**src/rtl/mantissa_mult_core.sv**
```systemverilog
// Sequential shift-and-add unsigned multiplier: one partial product per int_clk
// cycle, WIDTH cycles per operation, registered product with a one-cycle done pulse.
module mantissa_mult_core #(
  parameter int WIDTH = 4
) (
  input  logic                 int_clk,
  input  logic                 rst_n,
  input  logic                 start,
  input  logic [WIDTH-1:0]     a,
  input  logic [WIDTH-1:0]     b,
  output logic [2*WIDTH-1:0]   product,
  output logic                 busy,
  output logic                 done
);

  localparam int CW = (WIDTH > 1) ? $clog2(WIDTH) : 1;
  localparam logic [CW-1:0] LAST = CW'(WIDTH - 1);

  typedef enum logic [1:0] {
    IDLE = 2'd0,
    RUN  = 2'd1,
    DONE = 2'd2
  } state_t;

  state_t               state_reg;
  logic [2*WIDTH-1:0]   mcand_reg;
  logic [2*WIDTH-1:0]   acc_reg;
  logic [WIDTH-1:0]     mplr_reg;
  logic [CW-1:0]        count_reg;
  logic [2*WIDTH-1:0]   addend;

  // Partial product selected by the current low multiplier bit.
  assign addend = mplr_reg[0] ? mcand_reg : '0;

  always_ff @(posedge int_clk or negedge rst_n) begin
    if (!rst_n) begin
      state_reg <= IDLE;
      mcand_reg <= '0;
      acc_reg   <= '0;
      mplr_reg  <= '0;
      count_reg <= '0;
      product   <= '0;
      busy      <= 1'b0;
      done      <= 1'b0;
    end else begin
      case (state_reg)
        IDLE: begin
          done <= 1'b0;
          busy <= 1'b0;
          if (start) begin
            mcand_reg <= {{WIDTH{1'b0}}, a};
            mplr_reg  <= b;
            acc_reg   <= '0;
            count_reg <= '0;
            busy      <= 1'b1;
            state_reg <= RUN;
          end
        end
        RUN: begin
          acc_reg   <= acc_reg + addend;
          mcand_reg <= mcand_reg << 1;
          mplr_reg  <= mplr_reg >> 1;
          count_reg <= count_reg + 1'b1;
          if (count_reg == LAST) begin
            // Fold the last partial product straight into the result register.
            product   <= acc_reg + addend;
            busy      <= 1'b0;
            done      <= 1'b1;
            state_reg <= DONE;
          end
        end
        DONE: begin
          done <= 1'b0;
          if (start) begin
            mcand_reg <= {{WIDTH{1'b0}}, a};
            mplr_reg  <= b;
            acc_reg   <= '0;
            count_reg <= '0;
            busy      <= 1'b1;
            state_reg <= RUN;
          end else begin
            busy      <= 1'b0;
            state_reg <= IDLE;
          end
        end
        default: begin
          busy      <= 1'b0;
          done      <= 1'b0;
          state_reg <= IDLE;
        end
      endcase
    end
  end

endmodule

```
**config.mk**
```make
export PLATFORM = sky130hd
export DESIGN_NAME = mantissa_mult_core
export DESIGN_NICKNAME = d
export VERILOG_FILES = /design/src/rtl/mantissa_mult_core.sv
export SDC_FILE = /design/constraint.sdc
export NUM_CORES = 1
export LEC_CHECK = 0
export ABC_AREA = 1
export ABC_CLOCK_PERIOD_IN_PS = 2900
export BUFFER_PORTS_ARGS = -buffer_cell sky130_fd_sc_hd__buf_2
export CORE_MARGIN = 5
export CORE_UTILIZATION = 62
export CTS_CLUSTER_SIZE = 12
export DETAILED_ROUTE_END_ITERATION = 7
export PLACE_DENSITY = 0.84
export SLEW_MARGIN = 20
export SYNTH_ARGS = -nofsm -noshare
export SYNTH_HDL_FRONTEND = slang
export SYNTH_SLANG_ARGS = --single-unit
```
**constraint.sdc**
```tcl
create_clock -name int_clk -period 2.9 [get_ports int_clk]
set_input_delay 0.435 -clock int_clk [delete_from_list [all_inputs] [get_ports int_clk]]
set_output_delay 0.435 -clock int_clk [all_outputs]
set_load 0.05 [all_outputs]
```
==> impl_metrics.csv, run 1 <==
group,metric,value,unit
setup_path,r2r_slack,0.98,ns
routing,first_pass_iters,4,
cells_and_area,nNetsFinal,248,
synthesis,synthCells,205,
synthesis,synth_seq_area_share,45.6,%
cells_and_area,syn_to_final_growth,8.85,%
global_route,grtUsageTotal,18.8,%
setup_path,ff2ff_path_depth,13,
sta,clock.fmax,522,MHz
setup_path,cp.arrival,2.17,ns
sta,setup_viol,0,
setup_path,critical-path-top-delay-family,"simple AND/OR/NAND/NOR gates",
power,ir_drop,0.766,mV
place,dp_cells,254,
power,p_comb_share,56.8,%
routing,viasPerCell,5.27,
synthesis,syn_nets,225,
setup_path,crit_path_frequent_cell,"nand2_1",
clock_network,cts_inserted_buffers,5,
min_path,holdCritPathClass,"in2async",
power,seq_power_share,32.3,%
sta,slew_violations,0,
clock_network,cts-root-buf,"clkbuf_4",
setup_path,critPathLaunchType,"flip-flop",
place,place_ws,1.02,ns
place,port-buffer-count,20,
floorplan,die_h,64.9,um
cells_and_area,regArea,851,um2
setup_path,critPathRequiredTime,3.15,ns
setup_path,cpPeakStageDelay,0.50,ns
setup_path,r2r-start,"mplr_reg[0]",
cells_and_area,multi_input_area,853,um2
sta,relSlewSlack,50.9,%
power,p_switching,1260,uW
sta,fin_crit_sh,66.1,%
floorplan,die_w,64.9,um
floorplan,die-area,4210,um2
setup_path,worstReg2RegEnd,"product[6]",
power,power_density,1270,nW/um2
clock_network,ctsLongestPathBuffers,2,
power,intPower,1310,uW
cells_and_area,fin_cells,262,
cells_and_area,fillCellCount,252,
routing,drt.antenna.violating_nets,0,
routing,wire_per_inst,12.8,um
floorplan,ios,21,
sta,fin_crit,1.92,ns
global_route,grt_max_degree,35,
cells_and_area,diodes,0,
global_route,antenna_found_initial,0,
synthesis,synthTopCellsByArea,"dfrtp_1 (46%), nand2_1 (13%), ha_1 (5.4%)",
sta,fin_setup_tns,0,ns
setup_path,crit_fanout,9,
job,maxCapViolCount,0,
routing,drc,0,
clock_network,post_cts_buffers,0,
synthesis,synth_area_leader_cell,"dfrtp_1",
global_route,grt_pass1_wl,6040,um
cells_and_area,drive_above_1_share,21.0,%
power,p_sw_share,49.0,%
clock_network,clock_latency,0.35,ns
clock_network,clk_pin_slew,0.10,ns
synthesis,ys_warn_count,0,
place,place_hpwl,2420,um
global_route,grt-ovfl-total,0,
run_status,status,"complete, no violations",
setup_path,path_cells,"nand2_1 -> inv_1 -> ha_1 -> inv_1 -> fa_1 -> inv_1 -> nand2_1 -> nand2_1 -> nand3b_1 -> nand2_1 -> nand2_1 -> nand3_1 -> nand2_1",
sta,finalHoldViolCount,0,
sta,grt_setup_unrepaired,"no",
synthesis,ys_ff_latch,34,
clock_network,cts_max_level,2,
sta,fin_worst_skew,0.00614,ns
place,gp_congestion,0.829,
setup_path,path_class,"reg2reg",
routing,vias,1381,
floorplan,initial_utilization,62.7,%
sta,worstMarginPinSlew,0.736,ns
clock_network,cts_sinks,34,
setup_path,crit_buf_inv,3,
clock_network,cts_resized,0,
floorplan,coreArea,2980,um2
synthesis,synth_cell_types,31,
power,pwr-share-clk,10.9,%
global_route,grt_pass1_vias,1404,
synthesis,synth_area_per_cell,9.11,um2
clock_network,cts_tree,"done",
routing,initialDrtViolationCount,45,
setup_path,critPathCaptureType,"flip-flop",
sta,finalWorstSetupSlack,0.983,ns
floorplan,rows,20,
routing,routed_wl,3360,um
power,p_leak,0.00113,uW
clock_network,holdBufCountCts,0,
setup_path,slowest_stage,"dfrtp_1",
setup_path,critPathLaunch,"mplr_reg[0]",
synthesis,synth_top_area_share,45.6,%
synthesis,netlist_area,1870,um2
-- metrics by stage --
stage | total power (uW) | cell area (um2) | util [%] | hold WS (ns)
3_3_place_gp | 2270 | 1970 | 66.2 | 0.449
3_5_place_dp | 2320 | 1970 | 66.2 | 0.454
6_report | 2580 | 2030 | 68.2 | 0.139
2_1_floorplan | 2080 | 1870 | - | 0.139
4_1_cts | 2600 | 2030 | 68.2 | 0.164
5_1_grt | 2790 | 2030 | 68.2 | 0.204
-- synth_stat cells, drive strengths merged --
cell type,n
o21ai,7
a31oi,3
inv,29
fa,1
a21oi,3
a21o,1
nand2,68
dfrtp,34
a22o,3
nor2,11
o22ai,4
or2,3
and2,1
xor2,1
ha,8
buf,4
nand3,18
xnor2,1
o211ai,3
nand3b,2
-- metal layers --
metal / vias up / global-route usage (%) / share of wire, %
met5: - / 0 / 0
met4: 0 / 6.33 / 1.8
met3: 7 / 5.72 / 4.2
met2: 25 / 31.7 / 49
met1: 646 / 22.6 / 45
li1: 703 / - / -
-- layout by cell type (no fill, tap or decap), types with 3 or more instances in the layout --
master	instances
a22o_1	3
a31oi_4	3
buf_2	20
clkbuf_4	5
dfrtp_1	34
ha_1	8
inv_1	25
nand2_1	66
nand3_1	18
nor2_1	9
o211ai_1	3
o21ai_0	4
o21ai_2	3
o22ai_2	4
-- final cells by class --
class	count	area share, %
Tap cell	33	2.03
Timing Repair Buffer	20	4.93
Sequential cell	34	41.9
Multi-Input combinational cell	138	42.0
Clock buffer	7	2.71
Inverter	29	6.22
Clock inverter	1	0.246
-- cells by family after synthesis --
family                     share of synthesized area (%)
buffers and inverters                               8.71
and+or+nand+nor                                     25.7
xor gates and xnor gates                           0.939
AOI/OAI and AO/OA                                   12.6
adders and majority gates                           6.43
DFF                                                 45.6
-- worst register-to-register path, delay by kind of cell (launching register included) --
family,cells,cell delay (ns)
DFF,1,0.50
buffers and inverters,3,0.20
and+or+nand+nor,8,0.57
adders and majority gates,2,0.55
-- power by group through the flow --
stage	Clock, uW	Combinational [uW]	Sequential (uW)
3_5_place_dp	0	1470	844
2_1_floorplan	0	1090	988
5_1_grt	305	1620	867
3_3_place_gp	0	1440	835
6_report	280	1460	834
4_1_cts	283	1480	835
-- worst max-delay path by stage --
stage / endpoint / cells past startpoint
3_3_place_gp: acc_reg[6] / 13
6_report: product[6] / 13
2_1_floorplan: acc_reg[6] / 14
5_1_grt: acc_reg[4] / 12
4_1_cts: acc_reg[4] / 12
3_5_place_dp: product[6] / 13
Power figures use the tool's default switching activity.
==> run 2: changes to the inputs <==
- ABC_AREA: 1 -> 0
- ABC_CLOCK_PERIOD_IN_PS: 2900 -> 1900
- CORE_UTILIZATION: 62 -> 56
- PLACE_DENSITY: 0.84 -> 0.78
- clock period: 2.9 -> 1.9 ns (I/O delays scaled with it)
==> run 2 against run 1 <==
  * Combinational power increased by 45%
  * The flow now finishes with violations (hold timing, setup timing)
  * Critical endpoint is now acc_reg[6]
  * Cell count shrank 12%
  * Routed wire length grew 21%
  * Clock power up 53%
  * Die area shrank 1.7%
  * Utilization grew 8.9 points
  * Largest cell class unchanged
  * Register-to-register slack worse by 1.3 ns
  * Largest power group unchanged
  * Via count fell by 0.65%
  * Global-route usage up 2.4 points
  * Highest routed layer unchanged
  * Sequential cell count stayed put
  * Area after synthesis down 11%
  * Non-clock buffer count is 26 higher
==> impl_metrics.csv, run 2 <==
group,metric,value,unit
place,port-buffer-count,20,
setup_path,critPathLaunchType,"flip-flop",
setup_path,slowest_stage,"dfrtp_1",
synthesis,synth_area_leader_cell,"dfrtp_1",
synthesis,async_flop_share,100,%
sta,relSlewSlack,50.4,%
min_path,holdCritPathClass,"in2async",
setup_path,critPathCaptureType,"flip-flop",
floorplan,die_w,64.3,um
run_status,violations,"hold timing, setup timing",
synthesis,ys_ff_latch,34,
synthesis,synth_edf_count,0,
synthesis,synth_top_area_share,51.5,%
setup_path,path_class,"reg2reg",
synthesis,yosysMostFrequentCell,"dfrtp_1",
clock_network,cts_tree,"done",
routing,viasPerCell,5.94,
clock_network,cts_inserted_buffers,5,
clock_network,clk_pin_slew,0.11,ns
sta,slew_violations,0,
global_route,grt_pass1_wl,6800,um
routing,routed_wl,4070,um
place,dp_cells,216,
setup_path,crit_fanout,4,
routing,vias,1372,
place,gp_congestion,0.907,
setup_path,critPathRequiredTime,2.14,ns
cells_and_area,fin_area,2150,um2
routing,initialDrtViolationCount,98,
synthesis,syn_nets,171,
global_route,grt-ovfl-total,0,
floorplan,ios,21,
synthesis,synthTopCellsByCount,"dfrtp_1 (34), nand2_1 (18), o21ai_0 (15)",
power,power_density,1760,nW/um2
sta,setup_viol,7,
routing,wire_per_inst,17.6,um
sta,fin_crit,2.25,ns
synthesis,synthCells,151,
cells_and_area,nNetsFinal,219,
run_status,status,"finished with violations",
synthesis,synthTopCellsByArea,"dfrtp_1 (51%), ha_1 (6.1%), a22o_1 (5.8%)",
sta,holdWs,-0.00909,ns
floorplan,die-area,4140,um2
power,power,3770,uW
routing,drt.antenna.violating_nets,0,
floorplan,initial_utilization,59.4,%
cells_and_area,fin_cells,231,
setup_path,path_cells,"and2_4 -> ha_4 -> inv_2 -> fa_2 -> nor2b_4 -> o31a_1 -> o21a_1 -> or3_4 -> a32o_1",
place,place_ws,-0.273,ns
cells_and_area,drive_above_1_share,38.5,%
routing,first_pass_iters,4,
sta,fin_worst_skew,0.0122,ns
sta,finalWorstSetupSlack,-0.352,ns
clock_network,ctsLongestPathBuffers,2,
synthesis,ys_warn_count,0,
setup_path,ff2ff_path_depth,9,
sta,grt_setup_unrepaired,"yes",
setup_path,cp.arrival,2.49,ns
setup_path,cp.depth,9,
setup_path,crit_buf_inv,1,
cells_and_area,final_cell_mix,"dfrtp_1 (34), buf_4 (23), buf_2 (20)",
sta,clock.fmax,444,MHz
sta,worstMarginPinSlew,0.744,ns
global_route,grt_pass1_vias,1434,
floorplan,rows,19,
power,ir_drop,1.40,mV
clock_network,cts_sinks,34,
clock_network,clock_latency,0.34,ns
clock_network,cts_max_level,2,
clock_network,cts-root-buf,"clkbuf_4",
global_route,grt_max_degree,35,
synthesis,synth_ff_type,"dfrtp_1",
setup_path,critical-path-top-delay-family,"compound AO/OA/AOI/OAI gates",
global_route,antenna_found_initial,0,
routing,drc,0,
place,dpl-instance-area,1920,um2
cells_and_area,diodes,0,
synthesis,synth_area_per_cell,10.9,um2
synthesis,synth_cell_types,32,
synthesis,synth_seq_area_share,51.5,%
place,place_hpwl,2560,um
sta,finalHoldViolCount,16,
setup_path,cpPeakStageDelay,0.41,ns
global_route,grtUsageTotal,21.2,%
power,p_leak,0.00106,uW
clock_network,holdBufCountCts,0,
synthesis,netlist_area,1650,um2
job,maxCapViolCount,0,
sta,fin_crit_sh,119,%
floorplan,die_h,64.3,um
floorplan,coreArea,2780,um2
cells_and_area,syn_to_final_growth,29.8,%
cells_and_area,layout_commonest_cell,"dfrtp_1",
[run 2: kinds of logic (layout without fill, tap and decap cells)]
logic type | count (synthesis) | after routing | synth area share, %
and+or+nand+nor | 36 | 36 | 10.6
buffers and inverters | 11 | 60 | 2.73
xor gates and xnor gates | 4 | 4 | 2.12
DFF | 34 | 34 | 51.5
AOI/OAI and AO/OA | 46 | 46 | 18.9
adders and majority gates | 9 | 9 | 7.27
muxes | 11 | 11 | 6.96
[run 2: through the flow]
step	setup TNS, ns	util [%]
2_1_floorplan	-0.507	-
3_3_place_gp	-0.958	68.9
3_5_place_dp	-1.19	68.9
4_1_cts	-1.05	75.3
5_1_grt	-2.23	77.1
6_report	-1.45	77.1
[run 2: worst paths after layout]
check / slack (ns) / endpoint / start
max: -0.35 / acc_reg[6] / mplr_reg[0]
min: -0.009 / acc_reg[1] / rst_n
max reg2reg: -0.35 / acc_reg[6] / mplr_reg[0]
min reg2reg: 0.48 / product[1] / product[1]
max in group asynchronous: 1.42 / product[5] / rst_n
min in group int_clk: 0.18 / mcand_reg[0] / a[0]
[run 2: layout make-up]
type,count,area (um2)
timing repair buffer,46,307
multi-input combinational,106,867
clock inverter,1,5.00
tap,31,38.8
clock buffer,7,55.1
inverter,6,22.5
sequential,34,851
fill,190,636
[run 2: metal layers]
layer  GRT usage, %  vias up  part of all wire [%]
met1           26.5      676                    42
met5              0        -                     0
li1               -      632                     -
met2           34.5       53                    50
met3           6.13       11                   5.3
met4           8.14        0                   2.2
[run 2: power breakdown]
group / leakage, uW / switching, uW / internal [uW]
logic: 0.000587 / 1190 / 930
clock network: 0.0000353 / 247 / 179
registers: 0.000440 / 202 / 1030
total: 0.00106 / 1630 / 2140
[run 2: what timing repair did]
item,4_1_cts,5_1_grt
cloned,0,0
resized for setup,17,7
buffers inserted,4,4
endpoints found under the setup margin,6,8
pin swaps,9,5
